## config.mk

```make
export PLATFORM = sky130hd
export DESIGN_NAME = switch_debouncer
export DESIGN_NICKNAME = d
export VERILOG_FILES = /design/src/rtl/switch_debouncer_pkg.sv /design/src/rtl/switch_debouncer_debounce_channel.sv /design/src/rtl/switch_debouncer.sv
export SDC_FILE = /design/constraint.sdc
export NUM_CORES = 1
export LEC_CHECK = 0
export BUFFER_PORTS_ARGS = -buffer_cell sky130_fd_sc_hd__buf_2
export CAP_MARGIN = 20
export CORE_ASPECT_RATIO = 1.25
export CORE_MARGIN = 3
export CORE_UTILIZATION = 30
export CTS_CLUSTER_SIZE = 12
export DETAILED_ROUTE_END_ITERATION = 10
export PLACE_DENSITY = 0.55
export SLEW_MARGIN = 0
export SYNTH_ARGS = -nofsm -noshare
export SYNTH_HDL_FRONTEND = slang
export SYNTH_SLANG_ARGS = --single-unit
```

## constraint.sdc

```tcl
create_clock -name clk -period 1.2 [get_ports clk]
set_input_delay 0.18 -clock clk [delete_from_list [all_inputs] [get_ports clk]]
set_output_delay 0.18 -clock clk [all_outputs]
set_load 0.05 [all_outputs]
```

## src/rtl/switch_debouncer_pkg.sv

```systemverilog
// Shared state encoding and debounce defaults for the switch debouncer.
// The state encoding keeps bit 1 equal to the debounced level.
package switch_debouncer_pkg;

   typedef enum logic [1:0] {
      STABLE_LO = 2'b00,
      ARM_HI    = 2'b01,
      STABLE_HI = 2'b11,
      ARM_LO    = 2'b10
   } db_state_e;

   localparam int unsigned DEFAULT_DEBOUNCE_CYCLES = 16;
   localparam int unsigned SIM_DEBOUNCE_CYCLES     = 4;

   // Debounced level carried by a given state.
   function automatic logic state_level(input db_state_e s);
      return (s == STABLE_HI) || (s == ARM_LO);
   endfunction

endpackage

```

## src/rtl/switch_debouncer_debounce_channel.sv

```systemverilog
// Single-bit debouncer: 2-flop synchroniser, stability FSM and counter,
// with registered level and one-cycle rise/fall pulses.
module debounce_channel
   import switch_debouncer_pkg::*;
#(
   parameter int unsigned DEBOUNCE_CYCLES = DEFAULT_DEBOUNCE_CYCLES
) (
   input  logic clk,
   input  logic reset,
   input  logic sw_in,
   output logic sw_db,
   output logic sw_rise,
   output logic sw_fall
);

   localparam int unsigned CNT_W = $clog2(DEBOUNCE_CYCLES + 1);
   localparam logic [CNT_W-1:0] CNT_LAST = CNT_W'(DEBOUNCE_CYCLES - 1);
   localparam logic [CNT_W-1:0] CNT_ONE  = CNT_W'(1);

   logic             s1_q, s2_q;
   db_state_e        state_q, state_d;
   logic [CNT_W-1:0] cnt_q, cnt_d;
   logic             db_q, db_d;
   logic             rise_q, rise_d;
   logic             fall_q, fall_d;

   always_comb begin
      state_d = state_q;
      cnt_d   = '0;
      rise_d  = 1'b0;
      fall_d  = 1'b0;
      unique case (state_q)
         STABLE_LO: begin
            if (s2_q) begin
               state_d = ARM_HI;
               cnt_d   = CNT_ONE;
            end
         end
         ARM_HI: begin
            if (!s2_q) begin
               state_d = STABLE_LO;
            end else if (cnt_q == CNT_LAST) begin
               state_d = STABLE_HI;
               rise_d  = 1'b1;
            end else begin
               cnt_d = cnt_q + CNT_ONE;
            end
         end
         STABLE_HI: begin
            if (!s2_q) begin
               state_d = ARM_LO;
               cnt_d   = CNT_ONE;
            end
         end
         ARM_LO: begin
            if (s2_q) begin
               state_d = STABLE_HI;
            end else if (cnt_q == CNT_LAST) begin
               state_d = STABLE_LO;
               fall_d  = 1'b1;
            end else begin
               cnt_d = cnt_q + CNT_ONE;
            end
         end
         default: state_d = STABLE_LO;
      endcase
      db_d = state_level(state_d);
   end

   // Only the second synchroniser flop is observed by the FSM.
   always_ff @(posedge clk) begin
      if (reset) begin
         s1_q    <= 1'b0;
         s2_q    <= 1'b0;
         state_q <= STABLE_LO;
         cnt_q   <= '0;
         db_q    <= 1'b0;
         rise_q  <= 1'b0;
         fall_q  <= 1'b0;
      end else begin
         s1_q    <= sw_in;
         s2_q    <= s1_q;
         state_q <= state_d;
         cnt_q   <= cnt_d;
         db_q    <= db_d;
         rise_q  <= rise_d;
         fall_q  <= fall_d;
      end
   end

   assign sw_db   = db_q;
   assign sw_rise = rise_q;
   assign sw_fall = fall_q;

endmodule

```

## src/rtl/switch_debouncer.sv

```systemverilog
// Debounces N_SW raw board switches in parallel; sw_db[0] feeds the
// counter's up_down_sw input.
module switch_debouncer
   import switch_debouncer_pkg::*;
#(
   parameter int unsigned N_SW            = 2,
   parameter int unsigned DEBOUNCE_CYCLES = DEFAULT_DEBOUNCE_CYCLES
) (
   input  logic            clk,
   input  logic            reset,
   input  logic [N_SW-1:0] sw_in,
   output logic [N_SW-1:0] sw_db,
   output logic [N_SW-1:0] sw_rise,
   output logic [N_SW-1:0] sw_fall
);

   for (genvar g = 0; g < N_SW; g++) begin : g_ch
      debounce_channel #(
         .DEBOUNCE_CYCLES(DEBOUNCE_CYCLES)
      ) u_ch (
         .clk     (clk),
         .reset   (reset),
         .sw_in   (sw_in[g]),
         .sw_db   (sw_db[g]),
         .sw_rise (sw_rise[g]),
         .sw_fall (sw_fall[g])
      );
   end

endmodule

```

# After elaboration in Yosys (flattened, before gate mapping)
# Index checks and enable logic that the tools add are counted.
[classes]
add_sub_neg = 2
n_eq_ne = 12
n_mux = 28
n_bitwise = 6
reduce_logical = 8
[ops]
columns = ["operator", "n"]
rows = [
  ["one-hot mux 5 bit (4 select lines)", 2],
  ["two-way mux 5 bit", 6],
  ["two-way mux 2 bit", 12],
  ["== test 2 bit (second input constant)", 8],
  ["one-hot mux 2 bit (4 select lines)", 2],
  ["OR reduction 3 bit", 4],
  ["adder 5 x 1 -> 5 bit (second input constant)", 2],
  ["== test 5 x 4 -> 1 bit (second input constant)", 2],
  ["two-way mux 1 bit", 6],
  ["inverter 1 bit", 6],
  ["== test 2 x 1 -> 1 bit (second input constant)", 2],
  ["zero test 2 bit", 2],
  ["logical OR 1 bit", 2],
]
[word_totals]
reg_bits = 24
out_inout_bits = 6
wordCells = 70

# Depth between registers and ports, before layout
[logic_depth]
ltp_word = 6
depth_mapped = 4
mapped_depth_nobuf = 4

# By module
# From an unflattened synthesis, not the netlist that was laid out.
[hier_totals]
hier_cells = 88
area_unflattened_um2 = 918.4
[modules_own_cells]
columns = ["module", "n_inst", "cells_each", "area_each_um2"]
rows = [
  ["debounce_channel", 2, 44, 459.2],
]

# Least setup slack after synthesis
# Ideal clock, no wire load.
[synth_path]
path_type = "reg2reg"
from = "reg g_ch[0].u_ch.state_q[1]"
to = "reg g_ch[0].u_ch.cnt_q[3]"
setup_ns = 0.087
arrival_ns = 1.180
t_required_ns = 1.113
path_slack_ns = -0.067
stages_incl_launch_ff = 4
path_cell_list = "dfxtp_1 -> or3b_1 -> a21o_1 -> nor4b_2"
[synth_via]
elab_chain_len = 2
elab_cells_between_ends = 5
[synth_rtl]
columns = ["item", "line_no", "rtl"]
rows = [
  ["from (decl)", "switch_debouncer_debounce_channel.sv:21", "db_state_e state_q, state_d;"],
  ["from (signal assigned)", "switch_debouncer_debounce_channel.sv:83", "state_q <= state_d;"],
  ["== test 2 bit (tied with other cells)", "switch_debouncer_debounce_channel.sv:32", "unique case (state_q)"],
  ["one-hot mux 5 bit (4 select lines) (*)", "switch_debouncer_debounce_channel.sv:32", ""],
  ["to (signal assigned)", "switch_debouncer_debounce_channel.sv:84", "cnt_q <= cnt_d;"],
  ["to (decl)", "switch_debouncer_debounce_channel.sv:22", "logic [CNT_W-1:0] cnt_q, cnt_d;"],
]
# Mark *: on every way between the ends. The rest lies on a longest branch, timed or not.
# A chain may end at the register's enable or synchronous reset.

# Worst setup path after layout
[layout_path]
from = "reg g_ch[0].u_ch.s2_q"
to = "reg g_ch[0].u_ch.cnt_q[3]"
[layout_via]
elab_chain_len = 2
elab_cells_between_ends = 3
[layout_rtl]
columns = ["item", "line_no", "rtl"]
rows = [
  ["from (decl)", "switch_debouncer_debounce_channel.sv:20", "logic s1_q, s2_q;"],
  ["from (signal assigned)", "switch_debouncer_debounce_channel.sv:82", "s2_q <= s1_q;"],
  ["two-way mux 5 bit (on tied branches)", "switch_debouncer_debounce_channel.sv:56, switch_debouncer_debounce_channel.sv:40", ""],
  ["one-hot mux 5 bit (4 select lines) (*)", "switch_debouncer_debounce_channel.sv:32", ""],
]
# Marked as above.

==> metrics <==
WL final 1.809 mm; XOR/XNOR Fraction of Synth Area between 2 and 3%; Post-DP HPWL 1.342 mm; total number of vias 773; Fin. Hold Viols 0; placer congestion estimate 0.7490; core area 0.003028 mm²; multi-input logic area 481.7 µm²; Antenna diodes 0; Setup CP Type reg -> reg; Post-DP Area roughly 0.0011 mm²; Synth Cell Area 979.7 µm²; post-route minimum period 1.198 ns; Req. time, crit path approximately 1.4 ns; first-pass GRT wire length ~2.9 mm; Syn Nets around 100; Reg area ~490 µm²; post-synthesis sequential area ratio 49.04%; clock sinks 24; Worst Tran Pin Value 0.2519 ns; Synth Area in Compound Gates 12.13%; startpoint types flop; io pins 10; Cell variety after synth 27; Rel. slew slack 82.94%; f_max 0.8344 GHz; # port buffers 9; worst hold margin 0.08065 ns; most frequent cells in the layout dfxtp_1, buf_4, nor2b_1, buf_2, dfxtp_2; final count of pins violating max slew 0; Max Buffers Root-to-Sink 2; Simple-Gate Fraction of Synth Area 27.46%; chip width 57.11 µm; commonest non-fill, non-tap cell in the layout dfxtp_1; leakage 0.4711 nW; CP Data Arrival Time 1.42 ns; share of layout cells above drive strength 1 35.59%; largest family of logic cells by synthesized area simple AND/OR/NAND/NOR gates; vias in the first global route 760; worst-skew pair later-pin latency 0.30 ns; adder-cell area share of the yosys netlist 2.554%; unrepaired setup endpoints after global routing yes; area added between synthesis and finish 23.63%; cells after synthesis 98; via/cell ratio ~5.0; TNS Setup 0 ns; multiplexer share of the synthesized area 0%; Fillers ~310; initial antenna violation count 0; gr ovfl total 0; Global Route Usage Sum ~9%; CTS tree yes; CTS clk-pin slew, worst paths 0.12 ns; Avg Synthesized Cell Area 9.997 µm²; setup ws final 0.001554 ns; TritonRoute pass-1 iters 4; Row Count 22; wire per inst 11.75 µm; remaining antenna violation count 0; nets roughly 130; # setup viols final 0; yosys warns 0; Post-Layout Inst Area 0.001211 mm²; Clock Root Buffer clkbuf_4; CP endpoint kind flop; First DRT Iteration DRCs 14; CP max FO 3; Initial Util between 30% and 40%; final setup skew 0.008117 ns; VDD IR max 518.1 µV; DRC violations left 0; MaxCap Viol Count 0; Tcrit/Tclk final 99.87%; largest net degree at the start of global routing 13; Hold Crit Class in -> reg; die footprint around 0.0040 mm²; #FFs+latches synth 24; die height 69.89 µm; H-tree depth 1; outcome finished clean; dpl ws -0.008783 ns; fin util between 40% and 50%; number of CTS-inserted buffers 3; PwrDens between 900 and 1000 mW/mm²
-- power breakdown --
| part | internal [mW] | leakage (nW) | switching (mW) | total [mW] |
|---|---|---|---|---|
| sequential | 0.809 | 0.198 | 0.00634 | 0.815 |
| combinational | 0.0292 | 0.259 | 0.0314 | 0.0606 |
| clock | 0.117 | 0.0138 | 0.210 | 0.327 |
| total | 0.955 | 0.471 | 0.248 | 1.20 |
-- per-layer routing --
metal  track usage [%]  share of wire, %  up-vias
met5                 0                 0        -
met4             6.186               3.3        0
met3             1.664               2.0        6
met2             16.65                55        8
met1             8.720                40      367
li1                  -                 -      392
-- Yosys cell counts, drive strengths merged --
cell | number | area share (%)
a21o | 2 | 1.5
a21oi | 3 | 1.5
a311oi | 1 | 0.89
a31oi | 2 | 1.3
and2 | 2 | 1.3
and3 | 2 | 1.3
buf | 6 | 4.6
clkbuf | 2 | 0.77
dfxtp | 24 | 49
ha | 2 | 2.6
inv | 2 | 0.77
nand2 | 6 | 2.3
nand3 | 4 | 2.0
nand3b | 2 | 1.5
nand4b | 2 | 1.8
nor2 | 4 | 1.5
nor2b | 9 | 5.7
nor3 | 2 | 1.0
nor4b | 5 | 5.1
nor4bb | 2 | 2.0
o211ai | 3 | 2.3
o21ai | 2 | 1.0
o311ai | 4 | 3.6
or3b | 2 | 1.8
xnor2 | 2 | 1.8
xor2 | 1 | 0.89
-- critical path, stage by stage (launching register included) --
cell and delay [ns]:
dfxtp_2 0.34, or3b_4 0.40, a21o_1 0.18, nor4b_2 0.20
-- sequential cells by signal, summed over array words and instances, names as in the netlist --
signal,cells
g_ch.u_ch.cnt_q,10
g_ch.u_ch.s1_q,2
g_ch.u_ch.s2_q,2
g_ch.u_ch.state_q,4
g_ch.u_ch.sw_db,2
g_ch.u_ch.sw_fall,2
g_ch.u_ch.sw_rise,2
-- stage by stage --
stage | power, mW | instances
CTS | 1.215 | 153
floorplan | 0.8605 | 98
detailed placement | 0.8898 | 150
global placement | 0.8881 | 150
global route | 1.261 | 154
finish | 1.203 | 154
-- final cells by class --
| cell class | count | area share, % |
|---|---|---|
| Sequential cell | 24 | 40.39 |
| Multi-Input combinational cell | 64 | 39.77 |
| Timing Repair Buffer | 25 | 13.64 |
| Tap cell | 36 | 3.719 |
| Clock buffer | 3 | 1.860 |
| Inverter | 2 | 0.6198 |
-- path summary, 6_finish.rpt --
| path | to | depth (start not counted) | start | slack (ns) |
|---|---|---|---|---|
| worst max register to register | g_ch[0].u_ch.cnt_q[3] | 3 | g_ch[0].u_ch.s2_q | 0.002 |
| worst max-delay path | g_ch[0].u_ch.cnt_q[3] | 3 | g_ch[0].u_ch.s2_q | 0.002 |
| worst min register to register | g_ch[0].u_ch.s2_q | 1 | g_ch[0].u_ch.s1_q | 0.45 |
| worst min-delay path | g_ch[1].u_ch.s1_q | 2 | sw_in[1] | 0.08 |
-- logic make-up (layout without fill, tap and decap cells) --
family | Yosys count | after routing
AO/OA/AOI/OAI | 17 | 17
buffers and inverters | 10 | 30
flip-flops | 24 | 24
AND/OR/NAND/NOR | 42 | 42
XOR/XNOR | 3 | 3
adder cells (fa/ha/maj) | 2 | 2
-- what timing repair did --
action	4_1_cts	5_1_grt
resized for setup	1	12
hold buffers	0	0
pin swaps	3	7
setup buffers	0	1
endpoints found under the setup margin	4	10
Power figures use the tool's default switching activity.
